## src/rtl/escaner_pads.sv

```systemverilog
// escaner_pads: 4x4 drum-pad matrix scanner with frame-based debounce.
// One row strobe is driven low at a time for DWELL cycles; the columns are
// sampled in the last dwell cycle of each row.  After the row-3 sample the
// assembled 16-bit frame is evaluated in the following cycle.  A frame has
// to repeat DEBOUNCE_SCANS times before it replaces the accepted pad state.
// On acceptance, valido pulses with the lowest newly pressed pad.
// Optional build macro: ESCANER_PADS_SYNC_EN adds a two-flop column
// synchronizer ahead of the sampling point.
module escaner_pads #(
  parameter int DWELL          = 400,
  parameter int DEBOUNCE_SCANS = 4
) (
  input  logic        clk,
  input  logic        rst_n,
  output logic [3:0]  filas,
  input  logic [3:0]  columnas,
  output logic [15:0] teclas,
  output logic [3:0]  codigo,
  output logic        valido
);

  localparam logic [10:0] LAST_CNT  = 11'(DWELL - 1);
  localparam logic [3:0]  MATCH_MAX = 4'(DEBOUNCE_SCANS);

  logic [10:0] cnt;
  logic [1:0]  row;
  logic [3:0]  col_s;
  logic [11:0] raw_acc;
  logic [15:0] frame_q;
  logic        eval_q;
  logic [15:0] prev_q;
  logic [3:0]  match_q;

  logic        sample_en;
  logic [3:0]  match_next;
  logic        accept;
  logic [15:0] new_pads;
  logic [3:0]  low_idx;
  logic        strobe;

`ifdef ESCANER_PADS_SYNC_EN
  logic [3:0] sync1;
  logic [3:0] sync2;

  // Two-flop synchronizer on the asynchronous column returns.
  always_ff @(posedge clk or negedge rst_n) begin
    if (!rst_n) begin
      sync1 <= 4'b1111;
      sync2 <= 4'b1111;
    end else begin
      sync1 <= columnas;
      sync2 <= sync1;
    end
  end

  assign col_s = sync2;
`else
  assign col_s = columnas;
`endif

  // Row index r pulls filas[3-r] low: 0111, 1011, 1101, 1110.
  assign filas     = ~(4'b1000 >> row);
  assign sample_en = (cnt == LAST_CNT);

  // Dwell counter and row sequencer; never stalls for evaluation.
  always_ff @(posedge clk or negedge rst_n) begin
    if (!rst_n) begin
      cnt <= '0;
      row <= '0;
    end else if (sample_en) begin
      cnt <= '0;
      row <= row + 2'd1;
    end else begin
      cnt <= cnt + 11'd1;
    end
  end

  // Column capture per row; the row-3 sample completes the raw frame.
  always_ff @(posedge clk or negedge rst_n) begin
    if (!rst_n) begin
      raw_acc <= '0;
      frame_q <= '0;
      eval_q  <= 1'b0;
    end else begin
      eval_q <= sample_en && (row == 2'd3);
      if (sample_en) begin
        case (row)
          2'd0:    raw_acc[3:0]  <= ~col_s;
          2'd1:    raw_acc[7:4]  <= ~col_s;
          2'd2:    raw_acc[11:8] <= ~col_s;
          default: frame_q       <= {~col_s, raw_acc};
        endcase
      end
    end
  end

  // Debounce decision and lowest-index new pad for the evaluation cycle.
  always_comb begin
    match_next = 4'd1;
    if (frame_q == prev_q) begin
      match_next = (match_q >= MATCH_MAX) ? MATCH_MAX : match_q + 4'd1;
    end
    new_pads = frame_q & ~teclas;
    low_idx  = 4'd0;
    for (int k = 15; k >= 0; k--) begin
      if (new_pads[k]) low_idx = 4'(k);
    end
    accept = eval_q && (match_next == MATCH_MAX) && (frame_q != teclas);
    strobe = accept && (|new_pads);
  end

  // Debounce state, accepted pad state and the report strobe.
  always_ff @(posedge clk or negedge rst_n) begin
    if (!rst_n) begin
      prev_q  <= '0;
      match_q <= '0;
      teclas  <= '0;
      codigo  <= '0;
      valido  <= 1'b0;
    end else begin
      valido <= strobe;
      if (eval_q) begin
        prev_q  <= frame_q;
        match_q <= match_next;
      end
      if (accept) teclas <= frame_q;
      if (strobe) codigo <= low_idx;
    end
  end

endmodule

```

## config.mk

```make
export PLATFORM = sky130hd
export DESIGN_NAME = escaner_pads
export DESIGN_NICKNAME = d
export VERILOG_FILES = /design/src/rtl/escaner_pads.sv
export SDC_FILE = /design/constraint.sdc
export NUM_CORES = 1
export LEC_CHECK = 0
export BUFFER_PORTS_ARGS = -buffer_cell sky130_fd_sc_hd__buf_2
export CORE_AREA = 2 2 103 105
export CTS_BUF_LIST = sky130_fd_sc_hd__clkbuf_16
export DETAILED_ROUTE_END_ITERATION = 10
export DIE_AREA = 0 0 105 107
export PLACE_DENSITY = 0.54
export SLEW_MARGIN = 20
export SYNTH_ARGS = -nofsm -noshare
export SYNTH_HDL_FRONTEND = slang
export SYNTH_SLANG_ARGS = --single-unit
```

## constraint.sdc

```tcl
create_clock -name clk -period 2.2 [get_ports clk]
set_input_delay 0.44 -clock clk [delete_from_list [all_inputs] [get_ports clk]]
set_output_delay 0.44 -clock clk [all_outputs]
set_load 0.01 [all_outputs]
```

# Word level (Yosys, flattened, before mapping)
# Index checks and enable logic that the tools add are counted.
op_classes:
  addsub: 3
  n_lt_le_gt_ge: 1
  n_eq_ne: 7
  n_shift: 1
  muxes: 19
  bitwise: 5
  n_reduce_logical: 11
op_table:
  columns: ["op", "n"]
  rows:
  - ["$mux 4", 18]
  - ["$and 16x16->16", 1]
  - ["$eq 16x16->1", 1]
  - ["$ne 16x16->1", 1]
  - ["$not 16->16", 1]
  - ["$reduce_or 16->1", 1]
  - ["$add 11x1->11 const B", 1]
  - ["$eq 11x9->1 const B", 1]
  - ["$mux 11", 1]
  - ["$not 4->4", 2]
  - ["$reduce_and 2->1", 4]
  - ["$add 4x1->4 const B", 1]
  - ["$eq 2x2->1 const B", 2]
  - ["$eq 4x3->1 const B", 1]
  - ["$ge 4x3->1 const B", 1]
  - ["$logic_and 1x1->1", 4]
  - ["$shr 4x2->4 const A", 1]
  - ["$reduce_or 3->1", 1]
  - ["$add 2x1->2 const B", 1]
  - ["$eq 2x1->1 const B", 1]
  - ["$logic_not 2->1", 1]
  - ["$not 1->1", 1]
totals:
  ff_bits: 83
  output_inout_bits: 25
  word_cells: 59

# Logic depth before layout (Yosys ltp)
depth:
  word_depth: 18
  ltp_mapped: 8
  ltp_nobuf: 7

# Worst setup path after synthesis
# Ideal clock, no wire load.
synth_timing:
  kind: "flip-flop to flip-flop"
  startpoint: "reg teclas[5]"
  endpoint: "reg teclas[10]"
  setup_ps: 125
  arrival_time_ps: 1860
  slack_ps: 215
  stages_incl_launch_ff: 9
  path_buffers: 1
  period_less_slack_ps: 1985
  path_cell_list: "dfrtp_1 > inv_1 > ha_1 > nand4_1 > nor4_1 > a21oi_1 > nand3_1 > buf_2 > mux2_2"
synth_via:
  elab_chain_len: 2
synth_lines:
  columns: ["item", "line", "text"]
  rows:
  - ["from (decl)", "17", "output logic [15:0] teclas,"]
  - ["from (signal assigned)", "126", "if (accept) teclas <= frame_q;"]
  - ["$ne 16x16->1", "108", "accept = eval_q && (match_next == MATCH_MAX) && (frame_q != teclas);"]
  - ["$logic_and 1x1->1", "108", null]
# No other way between the ends.
# A chain may end at the register's enable or synchronous reset.

# Final worst setup path
layout_timing:
  startpoint: "reg frame_q[6]"
  endpoint: "reg teclas[7]"
layout_via:
  elab_chain_len: 5
  word_cells_on_any_way: 6
  classes_between: "eq/ne: 3; mux: 1; reduce/logical: 2"
layout_lines:
  columns: ["item", "line", "text"]
  rows:
  - ["from (decl)", "29", "logic [15:0] frame_q;"]
  - ["from (signal assigned)", "91", "default: frame_q <= {~col_s, raw_acc};"]
  - ["$eq 16x16->1", "100", "if (frame_q == prev_q) begin"]
  - ["$mux 4", "100", null]
  - ["$eq 4x3->1", "108", null]
  - ["$logic_and 1x1->1", "108", null]
  - ["$logic_and 1x1->1 (*)", "108", null]
# Mark *: on every way between the ends. The rest lies on a longest branch, timed or not.

==> results.yml <==
outcome:
  status: "finished clean"
die:
  start_util: 0.389
  dieArea_sq_um: 11200
  die_x_um: 105
  die_h_um: 107
  rows: 37
  core-area_sq_um: 10100
  pin_count: 31
global_route:
  grt.overflow.total: 0
  grt_use_total: 0.157
  grt_pass1_wl_mm: 13.6
  grt_pass1_vias: 2601
  antenna_found_initial: 0
  grt_start_max_net_pins: 36
timing:
  rsz0062_at_grt: "no"
  hold_viol_final: 0
  drv_slew: 0
  skew_ns: 0.00660
  maxSlewHeadroom: 0.654
  min_period_ns: 2.07
  tightest_slew_ns: 0.515
  fmax_mhz: 482
  timing.final.crit_share: 0.943
  setup_violations: 0
  fin_tns_setup_ns: 0
yosys:
  synth_async_sr_flop_share: 1.00
  syn-instance-count: 332
  ys_ff_latch: 83
  ys_top_cells_by_count: "dfrtp_1, mux2_2, nand2_1, inv_1, ha_1"
  syn-num-nets: 360
  synth_edf_count: 0
  synth_area_leaders: "dfrtp_1, mux2_2, ha_1, xnor2_1, mux2_4"
  synth_cell_types: 41
  avgSynthCellArea_sq_um: 11.8
  ys_seq_area_frac: 0.529
  ys.warnings.count: 0
  synth_most_common_cell: "dfrtp_1"
  synth_top_cell_area_share: 0.529
  ys.flop_type: "dfrtp_1"
  syn_area_sq_um: 3930
  synth_top_cell_by_area: "dfrtp_1"
setup_path:
  crit_type: "flop to flop"
  r2r_start: "frame_q[6]"
  cp-startpoint: "frame_q[6]"
  reg2reg_depth: 7
  critPathLaunchType: "flop"
  cp-end-kind: "flop"
  crit_path_max_incr_delay_ns: 0.45
  crit_arrival_ns: 2.29
  r2r_slack_ns: 0.13
  worst_ep_required_time_ns: 2.42
  path_cells: "ha_1 -> nand4_1 -> nor4_1 -> a21oi_1 -> nand3_1 -> buf_4 -> mux2_2"
  slowest_stage: "dfrtp_1"
  cp_top_family: "simple AND/OR/NAND/NOR gates"
  critPathMaxFanout: 12
  crit_buf_inv: 1
  setup.worst_path.end: "teclas[7]"
  crit_cells: 7
  timing.rr.end: "teclas[7]"
job:
  maxCapViolCount: 0
clock_network:
  h-tree-depth: 3
  insertion_delay_ns: 0.33
  cts_tree: "built"
  path_clk_slew_ns: 0.06
  clock_sinks: 83
  cts-resized-gates: 0
  post_cts.repair.setup_buffers: 0
  max-clock-path-buffers: 2
  cts-root-buf: "clkbuf_16"
  holdBufCountCts: 0
  cts_buffers: 9
final_layout:
  n_antenna_cell: 0
  drive_gt1_frac: 0.293
  fillers: 985
  fin_nets: 413
  seqCellArea_sq_um: 2080
  multiInputGateArea_sq_um: 1710
  area_growth_syn_to_layout_pct: 19.6
power:
  ir_drop_mv: 0.349
  fin_total_pwr_w: 0.00325
  leakage_nw: 2.33
  cellPowerDensity_nw_per_um2: 693
detailed_routing:
  num_vias: 2538
  finalWirelength_mm: 7.92
  drt_iter0_markers: 78
  via_per_inst: 4.83
  wl_per_cell_um: 15.1
  ant_nets: 0
  drc: 0
  dr.pass1.iters: 4
min_path:
  hold_class: "input pin to asynchronous set/reset pin"
placement:
  dp_hpwl_mm: 5.80
  place.gp.congestion: 0.788
  port_buffers: 30
[cells in the final DEF, fill, tap and decap left out, drive strengths merged, types with 2 or more instances in the layout]
cell,Yosys,routed
bufinv,0,3
inv,27,28
buf,5,49
nor3,3,3
nand2b,2,2
nor2b,3,3
nand2,33,33
nor4,6,6
clkbuf,2,9
nand4,10,10
nor2,15,15
xnor2,20,20
o22ai,2,2
a41oi,2,2
xor2,5,5
nand3,6,6
mux2,46,46
a21oi,5,5
ha,22,22
dfrtp,83,83
o21ai,19,19
[cell type report]
cell class | count | share of cell area
clock buffer | 9 | 0.0480
inverter | 27 | 0.0216
timing repair buffer | 49 | 0.0656
multi-input combinational | 215 | 0.363
sequential | 83 | 0.443
tap | 136 | 0.0363
clock inverter | 6 | 0.0227
[worst min path at each step]
| stage | end | cells past startpoint |
|---|---|---|
| after global placement | teclas[12] | 1 |
| final | teclas[9] | 1 |
| after floorplan | cnt[0] | 0 |
| after global routing | teclas[14] | 1 |
| after detailed placement | teclas[9] | 1 |
| after CTS | prev_q[12] | 1 |
[per-stage QoR]
stage	util	hold WS (ns)	worst slack, ns	instances	area (sq um)
floorplan	-	0.144	0.215	332	3930
global placement	0.432	0.425	0.196	510	4360
detailed placement	0.432	0.428	0.163	510	4360
CTS	0.465	0.0668	0.146	525	4690
global route	0.465	0.0810	0.0363	525	4690
finish	0.465	0.0592	0.125	525	4690
[power by group]
part | leakage [nW] | internal, W | switching, W
sequential | 1.06 | 0.00153 | 0
clock | 0.163 | 0.00110 | 0.000586
combinational | 1.10 | 0.00000853 | 0.0000346
total | 2.33 | 0.00263 | 0.000621
[state kept, by name (all words and copies together) (netlist names)]
signal / count
cnt: 11
codigo: 4
eval_q: 1
frame_q: 16
match_q: 4
prev_q: 16
raw_acc: 12
row: 2
teclas: 16
valido: 1
[cell families after synthesis]
family	Yosys count	share of synthesized area
AND/OR/NAND/NOR	87	0.113
buffers and inverters	34	0.0363
flip-flops	83	0.529
XOR/XNOR	25	0.0558
AO/OA/AOI/OAI	35	0.0529
multiplexers	46	0.142
adder cells (fa/ha/maj)	22	0.0701
[worst reg2reg max path, cell delays in order (launching register included)]
cell     delay, ns
dfrtp_1       0.45
ha_1          0.31
nand4_1       0.10
nor4_1        0.31
a21oi_1       0.11
nand3_1       0.10
buf_4         0.22
mux2_2        0.36
[metal layers]
| layer | up-vias | global-route usage | wire length, um |
|---|---|---|---|
| li1 | 1258 | - | - |
| met1 | 1234 | 0.219 | 4120 |
| met2 | 35 | 0.243 | 3460 |
| met3 | 11 | 0.0401 | 223 |
| met4 | 0 | 0.0486 | 116 |
| met5 | - | 0 | 0 |
No activity file was read; power rests on OpenSTA's default activity.
